## config.mk

```make
export PLATFORM = sky130hd
export DESIGN_NAME = bank_port_arbiter
export DESIGN_NICKNAME = d
export VERILOG_FILES = /design/src/rtl/bank_port_arbiter.sv
export SDC_FILE = /design/constraint.sdc
export NUM_CORES = 1
export LEC_CHECK = 0
export ABC_AREA = 1
export BUFFER_PORTS_ARGS = -buffer_cell sky130_fd_sc_hd__buf_2
export CELL_PAD_IN_SITES_DETAIL_PLACEMENT = 0
export CELL_PAD_IN_SITES_GLOBAL_PLACEMENT = 1
export CORE_UTILIZATION = 42
export DETAILED_ROUTE_END_ITERATION = 8
export HOLD_SLACK_MARGIN = 0.08
export PLACE_DENSITY_LB_ADDON = 0.1
export SYNTH_ARGS = -nofsm -noshare
export SYNTH_HDL_FRONTEND = slang
export SYNTH_SLANG_ARGS = --single-unit
```

## constraint.sdc

```tcl
create_clock -name clk -period 8.9 [get_ports clk]
set_clock_uncertainty 0.15 [all_clocks]
set_input_delay 0 -clock clk [delete_from_list [all_inputs] [get_ports clk]]
set_output_delay 0 -clock clk [all_outputs]
set_load 0.01 [all_outputs]
```

## src/rtl/bank_port_arbiter.sv

```systemverilog
// bank_port_arbiter: shares four memory banks among four requesters with a round-robin pointer per bank.
// Latency: req_ready is combinational in cycle t; bank_en/bank_we/sel_a/addr_q are registered and visible in t+1.
// Backpressure: a losing requester sees req_ready=0 and holds its request; every cycle is arbitrated afresh.
module bank_port_arbiter #(
  parameter int ADDR_W = 7,
  parameter int CNT_W  = 16
) (
  input  logic              clk,
  input  logic              rst,
  input  logic [3:0]        req_valid,
  input  logic [1:0]        req_bank_0,
  input  logic [1:0]        req_bank_1,
  input  logic [1:0]        req_bank_2,
  input  logic [1:0]        req_bank_3,
  input  logic [ADDR_W-1:0] req_addr_0,
  input  logic [ADDR_W-1:0] req_addr_1,
  input  logic [ADDR_W-1:0] req_addr_2,
  input  logic [ADDR_W-1:0] req_addr_3,
  input  logic [3:0]        req_we,
  output logic [3:0]        req_ready,
  output logic [ADDR_W-1:0] addr_q_0,
  output logic [ADDR_W-1:0] addr_q_1,
  output logic [ADDR_W-1:0] addr_q_2,
  output logic [ADDR_W-1:0] addr_q_3,
  output logic [1:0]        sel_a_0,
  output logic [1:0]        sel_a_1,
  output logic [1:0]        sel_a_2,
  output logic [1:0]        sel_a_3,
  output logic [3:0]        bank_en,
  output logic [3:0]        bank_we,
  output logic [CNT_W-1:0]  conflict_cnt,
  input  logic              cnt_clr
);

  logic [1:0]        req_bank [4];
  logic [ADDR_W-1:0] req_addr [4];
  logic [1:0]        ptr      [4];
  logic [1:0]        win_idx  [4];
  logic [3:0]        win_vld;
  logic [3:0]        grant;
  logic [ADDR_W-1:0] addr_q   [4];
  logic [1:0]        sel_q    [4];
  logic [CNT_W-1:0]  cnt_q;
  logic              conflict;

  assign req_bank[0] = req_bank_0;
  assign req_bank[1] = req_bank_1;
  assign req_bank[2] = req_bank_2;
  assign req_bank[3] = req_bank_3;
  assign req_addr[0] = req_addr_0;
  assign req_addr[1] = req_addr_1;
  assign req_addr[2] = req_addr_2;
  assign req_addr[3] = req_addr_3;

  // Per bank: scan requesters starting at that bank's pointer; the first one targeting the bank wins
  always_comb begin
    win_vld = '0;
    grant   = '0;
    for (int k = 0; k < 4; k++) begin
      win_idx[k] = '0;
      for (int i = 0; i < 4; i++) begin
        if (!win_vld[k] && req_valid[ptr[k] + 2'(i)] && (req_bank[ptr[k] + 2'(i)] == 2'(k))) begin
          win_vld[k] = 1'b1;
          win_idx[k] = ptr[k] + 2'(i);
        end
      end
      if (win_vld[k]) begin
        grant[win_idx[k]] = 1'b1;
      end
    end
  end

  // Grants are suppressed while reset is held so nothing is handed out that will be discarded
  assign req_ready = rst ? grant : 4'b0000;
  assign conflict  = |(req_valid & ~req_ready);

  // Register bank controls, crossbar selects, granted addresses and advance pointers past winners
  always_ff @(posedge clk) begin
    if (!rst) begin
      bank_en <= '0;
      bank_we <= '0;
      for (int k = 0; k < 4; k++) begin
        ptr[k]    <= '0;
        sel_q[k]  <= 2'(k);
        addr_q[k] <= '0;
      end
    end else begin
      for (int k = 0; k < 4; k++) begin
        bank_en[k] <= win_vld[k];
        bank_we[k] <= win_vld[k] & req_we[win_idx[k]];
        if (win_vld[k]) begin
          sel_q[k] <= win_idx[k];
          ptr[k]   <= win_idx[k] + 2'd1;
        end
      end
      for (int r = 0; r < 4; r++) begin
        if (grant[r]) begin
          addr_q[r] <= req_addr[r];
        end
      end
    end
  end

  // Saturating count of cycles where some valid requester was left waiting; clear wins over increment
  always_ff @(posedge clk) begin
    if (!rst) begin
      cnt_q <= '0;
    end else if (cnt_clr) begin
      cnt_q <= '0;
    end else if (conflict && (cnt_q != {CNT_W{1'b1}})) begin
      cnt_q <= cnt_q + {{(CNT_W-1){1'b0}}, 1'b1};
    end
  end

  assign addr_q_0     = addr_q[0];
  assign addr_q_1     = addr_q[1];
  assign addr_q_2     = addr_q[2];
  assign addr_q_3     = addr_q[3];
  assign sel_a_0      = sel_q[0];
  assign sel_a_1      = sel_q[1];
  assign sel_a_2      = sel_q[2];
  assign sel_a_3      = sel_q[3];
  assign conflict_cnt = cnt_q;

endmodule

```

==> impl_metrics.ini <==
[pwr]
combPwrFrac_pct = 55.8
ir_drop_mv = 0.151
p_switching_w = 0.000949
pwr-share-seq_pct = 28.5
leakage_nw = 2.94
netSwitchingFraction_pct = 47.2
p_int_w = 0.00106
power_frac_clock_pct = 15.7
p_per_area_nw_per_um2 = 345
total_power_w = 0.00201

[layout]
drive_gt1_share_pct = 27.0
layout_common_cells = nand2_1 (132), buf_2 (110), inv_1 (93)
stdcell_area_sq_um = 5820
antennaDiodeCount = 0
layout_commonest_cell = nand2_1
fin_util_pct = 55.6
nets = 806
area_delta_synth_final_pct = 27.3

[worst_setup_path]
crit_required_ps = 9020
crit_path_end_kind = flip-flop
cp-startpoint = ptr[3][0]$_SDFFCE_PN0P_
path_class = flip-flop to flip-flop
reg2reg_to = conflict_cnt[8]$_SDFFE_PP0P_
r2r_cells = 19
r2r_start = ptr[3][0]$_SDFFCE_PN0P_
reg2reg_setup_slack_ps = 5070
arrival_ps = 3950
path_max_fanout = 17
worst_setup_path_start_kind = flip-flop

[yosys]
netlist_area_sq_um = 4570
ys_top_cells_by_area = edfxtp_1 (29%), nand2_1 (11%), dfxtp_1 (11%)
ys_types = 45
syn_nets = 659
yosysWarnings = 0
ys_seq_elements = 68
synth-edff-count = 44
async_flop_share_pct = 0
syn_area_per_cell_sq_um = 7.63
synth_top_cell_by_area = edfxtp_1
syn_inst = 599
ys.flop_type = edfxtp_1
synth_top_area_share_pct = 28.9
ys_seq_area_share_pct = 39.4

[die]
initial_core_util_pct = 43.7
die_x_um = 106
die_h_um = 106
coreArea_sq_um = 10500
ios = 111
num_rows = 37
dieArea_sq_um = 11300

[global_route]
grt_pass1_wl_mm = 18.9
grt_pass1_vias = 4082
grt_max_degree = 18
track_usage_pct = 21.3
gr-total-overflow = 0
antenna_found_initial = 0

[timing]
max_freq_mhz = 261
period_minus_slack_ps = 3830
slew_viol_final = 0
timing.hold.ws_ps = 221
maxSlewHeadroom_pct = 56.0
setup_viol = 0
tightestPinTransition_ps = 659
rsz0062_at_grt = no
finalSetupTns_ps = 0
fin_crit_sh_pct = 43.0
hold_viol = 0

[clocking]
cts_sinks = 68
cts_buffer_depth = 2
worstSkewPairLatency_ps = 340
post-cts-setup-buffers = 0
cts_hold_buf = 37
cts_buffers = 9
clkTransAtPathRegs_ps = 80
htreeDepth = 3
cts-root-buf = clkbuf_8
cts_resized = 0
cts_tree = yes

[status]
outcome = complete, no violations

[worst_hold_path]
worstHoldEndpoint = conflict_cnt[10]$_SDFFE_PP0P_
hold_class = input pin to flip-flop
min_delay_path_depth = 6
min_from = req_valid[1]

[placement]
gp_routability_congestion = 0.825
io_buffers = 110
place_hpwl_mm = 8.71
place_area_sq_um = 5200

[route]
wl_per_cell_um = 13.1
routed_wl_mm = 11.6
viasPerCell = 4.77
wl_met2_mm = 5.47
ant_nets = 0
drt-met1-wl_mm = 5.36
vias = 4234
topRoutingLayerUsed = met4
wl_met3_um = 567
drcViolationCount = 0
drt_iter0_drc = 232
drt_first_pass_iters = 4

[run]
drv_cap = 0
how the worst max path moves through the flow:
stage                               endpoint  slack (ps)  cells past startpoint
2_1_floorplan  conflict_cnt[10]$_SDFFE_PP0P_        5740                     21
3_3_place_gp    conflict_cnt[1]$_SDFFE_PP0P_        5200                     20
3_5_place_dp    conflict_cnt[8]$_SDFFE_PP0P_        5130                     19
4_1_cts         conflict_cnt[8]$_SDFFE_PP0P_        5100                     19
5_1_grt         conflict_cnt[1]$_SDFFE_PP0P_        4620                     21
6_report        conflict_cnt[8]$_SDFFE_PP0P_        5070                     19
kinds of logic (layout without fill, tap and decap cells):
family | Yosys count | in the layout | synth area share [%]
AOI/OAI and AO/OA | 57 | 57 | 8.26
DFF | 68 | 68 | 39.4
buffers and inverters | 110 | 262 | 10.1
and+or+nand+nor | 335 | 335 | 35.6
xor gates and xnor gates | 16 | 16 | 3.06
adders and majority gates | 13 | 13 | 3.56
final cells by class:
cell class              count  area, sq um
clock inverters             7          123
clock buffers               9          124
flip-flops and latches     68         1800
well taps                 136          170
repair buffers            147          921
fillers                  1033         4640
multi-input cells         421         2310
inverters                  99          373
worst max-delay path, cell delays in order, from the launching register on:
cell	delay [ps]
edfxtp_1	550
inv_1	190
o21ai_0	150
nand3_1	100
o21ai_1	320
inv_1	80
nand2_1	110
nor2_1	60
o31ai_1	510
inv_1	220
ha_1	250
nand2_1	60
inv_1	40
nor2_1	160
nand2_2	90
nand2_4	130
nand2_4	90
nand4_4	230
nand3_1	140
a21oi_2	160
power groups by stage:
stage	sequential, W	clock [W]	combinational, W
finish	0.000573	0.000315	0.00112
global route	0.000585	0.000331	0.00128
CTS	0.000573	0.000323	0.00113
detailed placement	0.000579	0	0.00110
global placement	0.000577	0	0.00109
floorplan	0.000597	0	0.000800
routing by layer:
metal | track usage (%) | up-vias
li1 | - | 2204
met1 | 26.9 | 1913
met2 | 36.3 | 102
met3 | 3.74 | 15
met4 | 7.44 | 0
met5 | 0 | -
flip-flops by register name, summed over array words and instances (netlist names):
register      flops
bank_we           4
ptr               8
addr_q           28
bank_en           4
sel_q             8
conflict_cnt     16
through the flow:
stage	setup slack, ps	cells
after floorplan	5740	599
after CTS	5100	887
after global routing	4620	887
after global placement	5200	834
after detailed placement	5130	834
final	5070	887
cells in the mapped netlist (2+ instances only):
master / number
nand2_1: 132
inv_1: 93
nor2_1: 77
nand3_1: 51
edfxtp_1: 44
nand2_2: 29
dfxtp_1: 24
o21ai_0: 17
xor2_1: 15
nand2_4: 14
ha_1: 13
a21oi_2: 12
a21oi_1: 10
nor3_1: 7
nand4_1: 6
inv_2: 5
nand3_2: 5
o21ai_1: 5
nor2_2: 4
buf_2: 3
buf_6: 3
nor4_1: 3
buf_4: 2
o211ai_1: 2
o31ai_1: 2
or2_2: 2
Power figures use the tool's default switching activity.
